`src/rtl/cpu_boot_loader.sv`:
```
// Byte-stream boot loader: assembles big-endian words into imem,
// verifies an XOR checksum, then releases the CPU from reset.
module cpu_boot_loader #(
  parameter int ADDR_W    = 8,
  parameter int WORD_W    = 16,
  parameter int MAX_WORDS = 256
) (
  input  logic              clk,
  input  logic              rst,
  input  logic [7:0]        byte_in,
  input  logic              byte_valid,
  output logic              byte_ready,
  output logic              imem_we,
  output logic [ADDR_W-1:0] imem_addr,
  output logic [WORD_W-1:0] imem_wdata,
  output logic              cpu_rst,
  output logic              boot_done,
  output logic              boot_err
);

  typedef enum logic [2:0] {
    S_HDR_HI,
    S_HDR_LO,
    S_DAT_HI,
    S_DAT_LO,
    S_CHK,
    S_DONE,
    S_ERR
  } state_t;

  localparam logic [15:0] LP_MAX = 16'(MAX_WORDS);

  state_t              r_state;
  state_t              w_next;
  logic [15:0]         r_cnt;
  logic [15:0]         r_words;
  logic [ADDR_W-1:0]   r_addr;
  logic [7:0]          r_chk;
  logic [7:0]          r_hi;
  logic                r_ready;
  logic                r_we;
  logic [ADDR_W-1:0]   r_waddr;
  logic [WORD_W-1:0]   r_wdata;
  logic                r_cpu_rst;
  logic                r_done;
  logic                r_err;
  logic                w_acc;
  logic [15:0]         w_count;
  logic                w_last;

  assign w_acc   = byte_valid & r_ready;
  assign w_count = {r_cnt[15:8], byte_in};
  assign w_last  = (r_words + 16'd1) == r_cnt;

  // State register
  always_ff @(posedge clk) begin
    if (!rst) r_state <= S_HDR_HI;
    else      r_state <= w_next;
  end

  // Next-state decode; only an accepted byte moves the FSM
  always_comb begin
    w_next = r_state;
    unique case (r_state)
      S_HDR_HI: if (w_acc) w_next = S_HDR_LO;
      S_HDR_LO: begin
        if (w_acc) begin
          if (w_count > LP_MAX)      w_next = S_ERR;
          else if (w_count == 16'd0) w_next = S_CHK;
          else                       w_next = S_DAT_HI;
        end
      end
      S_DAT_HI: if (w_acc) w_next = S_DAT_LO;
      S_DAT_LO: begin
        if (w_acc) w_next = w_last ? S_CHK : S_DAT_HI;
      end
      S_CHK: begin
        if (w_acc) w_next = (byte_in == r_chk) ? S_DONE : S_ERR;
      end
      S_DONE:  w_next = S_DONE;
      S_ERR:   w_next = S_ERR;
      default: w_next = S_ERR;
    endcase
  end

  // Datapath: header/count latch, checksum, word assembly, imem write
  always_ff @(posedge clk) begin
    if (!rst) begin
      r_cnt     <= '0;
      r_words   <= '0;
      r_addr    <= '0;
      r_chk     <= '0;
      r_hi      <= '0;
      r_ready   <= 1'b0;
      r_we      <= 1'b0;
      r_waddr   <= '0;
      r_wdata   <= '0;
      r_cpu_rst <= 1'b1;
      r_done    <= 1'b0;
      r_err     <= 1'b0;
    end else begin
      r_ready   <= (w_next != S_DONE) && (w_next != S_ERR);
      r_we      <= 1'b0;
      r_cpu_rst <= (w_next != S_DONE);
      r_done    <= (w_next == S_DONE);
      r_err     <= (w_next == S_ERR);
      if (w_acc) begin
        unique case (r_state)
          S_HDR_HI: r_cnt[15:8] <= byte_in;
          S_HDR_LO: r_cnt[7:0]  <= byte_in;
          S_DAT_HI: begin
            r_hi  <= byte_in;
            r_chk <= r_chk ^ byte_in;
          end
          S_DAT_LO: begin
            r_chk   <= r_chk ^ byte_in;
            r_we    <= 1'b1;
            r_wdata <= WORD_W'({r_hi, byte_in});
            r_waddr <= r_addr;
            r_addr  <= r_addr + 1'b1;
            r_words <= r_words + 16'd1;
          end
          default: ;
        endcase
      end
    end
  end

  assign byte_ready = r_ready;
  assign imem_we    = r_we;
  assign imem_addr  = r_waddr;
  assign imem_wdata = r_wdata;
  assign cpu_rst    = r_cpu_rst;
  assign boot_done  = r_done;
  assign boot_err   = r_err;

endmodule

```
`config.mk`:
```
export PLATFORM = sky130hd
export DESIGN_NAME = cpu_boot_loader
export DESIGN_NICKNAME = d
export VERILOG_FILES = /design/src/rtl/cpu_boot_loader.sv
export SDC_FILE = /design/constraint.sdc
export NUM_CORES = 1
export LEC_CHECK = 0
export CORE_MARGIN = 5
export CORE_UTILIZATION = 50
export DETAILED_ROUTE_END_ITERATION = 8
export PLACE_DENSITY_LB_ADDON = 0.3
export SLEW_MARGIN = 25
export SYNTH_ARGS = -nofsm -noshare
export SYNTH_HDL_FRONTEND = slang
export SYNTH_SLANG_ARGS = --single-unit
```
`constraint.sdc`:
```
create_clock -name clk -period 6.8 [get_ports clk]
set_input_delay 1.36 -clock clk [delete_from_list [all_inputs] [get_ports clk]]
set_output_delay 1.36 -clock clk [all_outputs]
set_load 0.005 [all_outputs]
```
==> results by group <==
Run status
  • Status: completed

Clocking
  • Worst skew pair latency: ~360 ps
  • Clock root cell: clkbuf_8
  • Reg clk slew, reported paths: 100 ps
  • Clk sinks: 88
  • Post-CTS Resized: 0
  • CTS buffer count: 9
  • CTS H-tree lvls: 3
  • CTS Hold Bufs: 0
  • CTS tree: done
  • Setup Fix Bufs, Post-CTS: 0
  • Clk buf depth: 2

Global routing
  • Largest net degree at the start of global routing: a little under 90
  • Vias in the first global route: between 2k and 3k
  • Global-route wire length before repair: between 10000 and 15000 µm
  • Grt total ovfl: 0
  • Initial antenna violation count: 0
  • Overall Global Routing Usage: a little under a fifth

Job
  • Max-cap violations: 0

Detailed routing
  • Residual DRC: 0
  • 1st-iter DRT viols: around 150
  • Vias: 3018
  • DR WL/cell: 14.13 µm
  • Final WL: between 8000 and 9000 µm
  • Vias per cell: around 5.2
  • DRT Pass-1 Iters: 5
  • Post-route ant nets: 0

Worst setup path
  • Crit. End Element: flip-flop
  • CP cell instances: clkdlybuf4s50_1 -> and4b_1 -> and2_1 -> and3_1 -> and4_1 -> nand3_1 -> xor2_1 -> nor2_1
  • Crit Path Max Fanout: 25
  • CP Launch Type: input port
  • Max incr delay on CP: between 800 and 900 ps
  • CP required: approximately 7000 ps
  • Slowest-stage cell, CP: and2_1
  • Crit path DAT: around 4000 ps
  • Type of the worst setup path: input port to flip-flop

Floorplan
  • Die width: approximately 98 µm
  • Die ar.: 9605 µm²
  • Site Rows: 32
  • Die height: approximately 98 µm
  • Initial Utilization: 50.64%
  • Boundary Pins: 40
  • Core area: approximately 7600 µm²

STA
  • Final Slew Violations: 0
  • Worst slew margin: 34.95%
  • Final Cycle Share: 54.94%
  • Final TNS setup: 0 ps
  • Minimum clock period: roughly 3700 ps
  • Fmax: ~270 MHz
  • Final setup violation count: 0
  • Unrepaired setup endpoints after global routing: false
  • Worst-Margin Slew: roughly 980 ps
  • Clk_skew: around 9 ps
  • Hold Fails Final Rpt: 0

Synthesis
  • Synth Register Bits: a little under 90
  • Syn Inst Count: between 400 and 500
  • Synth Warn #: 0
  • Netlist Area Pre-Place: just under 4000 µm²
  • Net count of the mapped netlist: approximately 470
  • Dominant synthesized flop cell: dfxtp_1
  • Library cells used by synthesis: 44
  • Sequential-to-total area share from yosys stat: 45.49%
  • Post-synth EDFFs: 0
  • Synthesized area per cell: around 8.5 µm²
  • Post-synth ARST share: 0%

Place
  • Number of I/O port buffers: 39
  • Post-DP HPWL: ~5500 µm
  • RD Place Congestion: ~0.8

Power and ir drop
  • PD cells: approximately 230 nW/µm²
  • Maximum vdd drop: between 0.1 and 0.15 mV
  • Leakage power: 1.654 nW

Hold path
  • Worst hold path class: flip-flop to flip-flop

Layout
  • Layout cells sized above 1: 5.660%
  • Fillers: around 660
  • Ant. Diodes: 0
  • Post-synthesis to final-layout area growth: 15.51%
  • Nets: ~490
  • Final core occ: slightly below 60%
## final cells by class
cell class | instances | area, µm² | area share (%)
multi-input cells | 329 | 1969 | 44.03
flip-flops and latches | 88 | 1762 | 39.38
repair buffers | 41 | 405.4 | 9.063
well taps | 102 | 127.6 | 2.853
clock buffers | 9 | 123.9 | 2.769
clock inverters | 7 | 73.82 | 1.650
inverters | 3 | 11.26 | 0.2517
## cells in the mapped netlist, types with 2 or more instances
master    number  area share (%)
a21o_1         2            0.39
buf_2          4            0.52
xor2_1        42             9.5
or3_1          3            0.48
xnor2_1       16             3.6
nand2_1       72             7.0
a41oi_1        2            0.45
a21oi_1       30             3.9
and2_1         4            0.65
nor4_1         4            0.65
o21ai_0        6            0.78
mux2i_1       26             6.7
nand3_1       12             1.6
nand4_1        7             1.1
ha_1           2            0.65
nor2b_1        2            0.32
dfxtp_1       88              45
and4_1         2            0.45
nor3_1         6            0.78
and3_1         3            0.48
buf_1          2            0.19
a31oi_1        3            0.48
nand2b_1       2            0.32
nor2_1        64             6.2
or2_2          2            0.32
clkbuf_1      28             2.7
a211oi_1       2            0.39
inv_1          2            0.19
## registers in the layout (all words and copies together), names as in the netlist, 3 cells and up
signal	flops
r_hi	8
r_state	3
r_chk	8
r_cnt	16
imem_addr	8
r_words	16
imem_wdata	16
r_addr	8
## placed cells by master (no fill, tap or decap), types with 2 or more instances in the layout
master            n
and4_1            2
nor2_1           64
a41oi_1           2
a31oi_1           3
clkbuf_8          9
mux2i_1          26
o21ai_0           6
xor2_1           42
clkdlybuf4s50_1  39
or3_1             3
nand4_1           7
nor3_1            6
nor2b_1           2
inv_8             3
dfxtp_1          88
inv_1             2
xnor2_1          16
a211oi_1          2
and2_1            4
a21oi_1          30
nor4_1            4
nand3_1          12
buf_4             2
or2_2             2
and3_1            3
ha_1              2
nand2b_1          2
nand2_1          71
a21o_1            2
clkinvlp_4        2
## through the flow
stage	hold WS [ps]	cell area, µm²	total power, mW	std cells	worst slack (ps)
final	461.9	4473	1.042	579	3064
after global routing	480.2	4473	1.091	579	2849
after CTS	460.6	4471	1.048	579	3108
after detailed placement	446.4	4273	0.6965	563	2717
after global placement	442.2	4273	0.6935	563	2761
after floorplan	431.2	3872	0.6642	454	3856
## metal layers
layer / up-vias / global-route usage [%] / part of all wire [%]
met5: - / 0 / 0
met4: 0 / 6.390 / 1.3
met3: 9 / 3.143 / 3.9
met2: 68 / 28.64 / 47
met1: 1401 / 24.87 / 48
li1: 1540 / - / -
## cells by family (layout without fill, tap and decap cells)
| group | count (synthesis) | in the layout | synth area share [%] |
|---|---|---|---|
| DFF | 88 | 88 | 45.49 |
| xor gates and xnor gates | 58 | 58 | 13.12 |
| muxes | 26 | 26 | 6.721 |
| AOI/OAI and AO/OA | 53 | 53 | 8.271 |
| adders and majority gates | 2 | 2 | 0.6461 |
| and+or+nand+nor | 190 | 190 | 22.04 |
| buffers and inverters | 37 | 60 | 3.716 |
## power by group
group | switching [mW] | internal (mW)
combinational | 0.0713 | 0.0600
clock | 0.212 | 0.144
sequential | 0.0192 | 0.535
## worst max-delay path: cells and delay by family
| family | cells | cell delay, ps |
|---|---|---|
| XOR/XNOR | 1 | 140 |
| buffers and inverters | 1 | 470 |
| AND/OR/NAND/NOR | 6 | 1970 |
## final timing paths
kind / from / to / slack [ps] / cells after the start
worst max register to register: r_words[0]$_SDFFE_PN0P_ / cpu_rst$_SDFF_PN1_ / 4040 / 8
worst min-delay path: r_hi[1]$_SDFFE_PN0P_ / imem_wdata[9]$_SDFFE_PN0P_ / 460 / 2
worst max-delay path: byte_valid / r_addr[7]$_SDFFE_PN0P_ / 3060 / 8
worst min register to register: r_hi[1]$_SDFFE_PN0P_ / imem_wdata[9]$_SDFFE_PN0P_ / 460 / 2
Power figures use the tool's default switching activity.
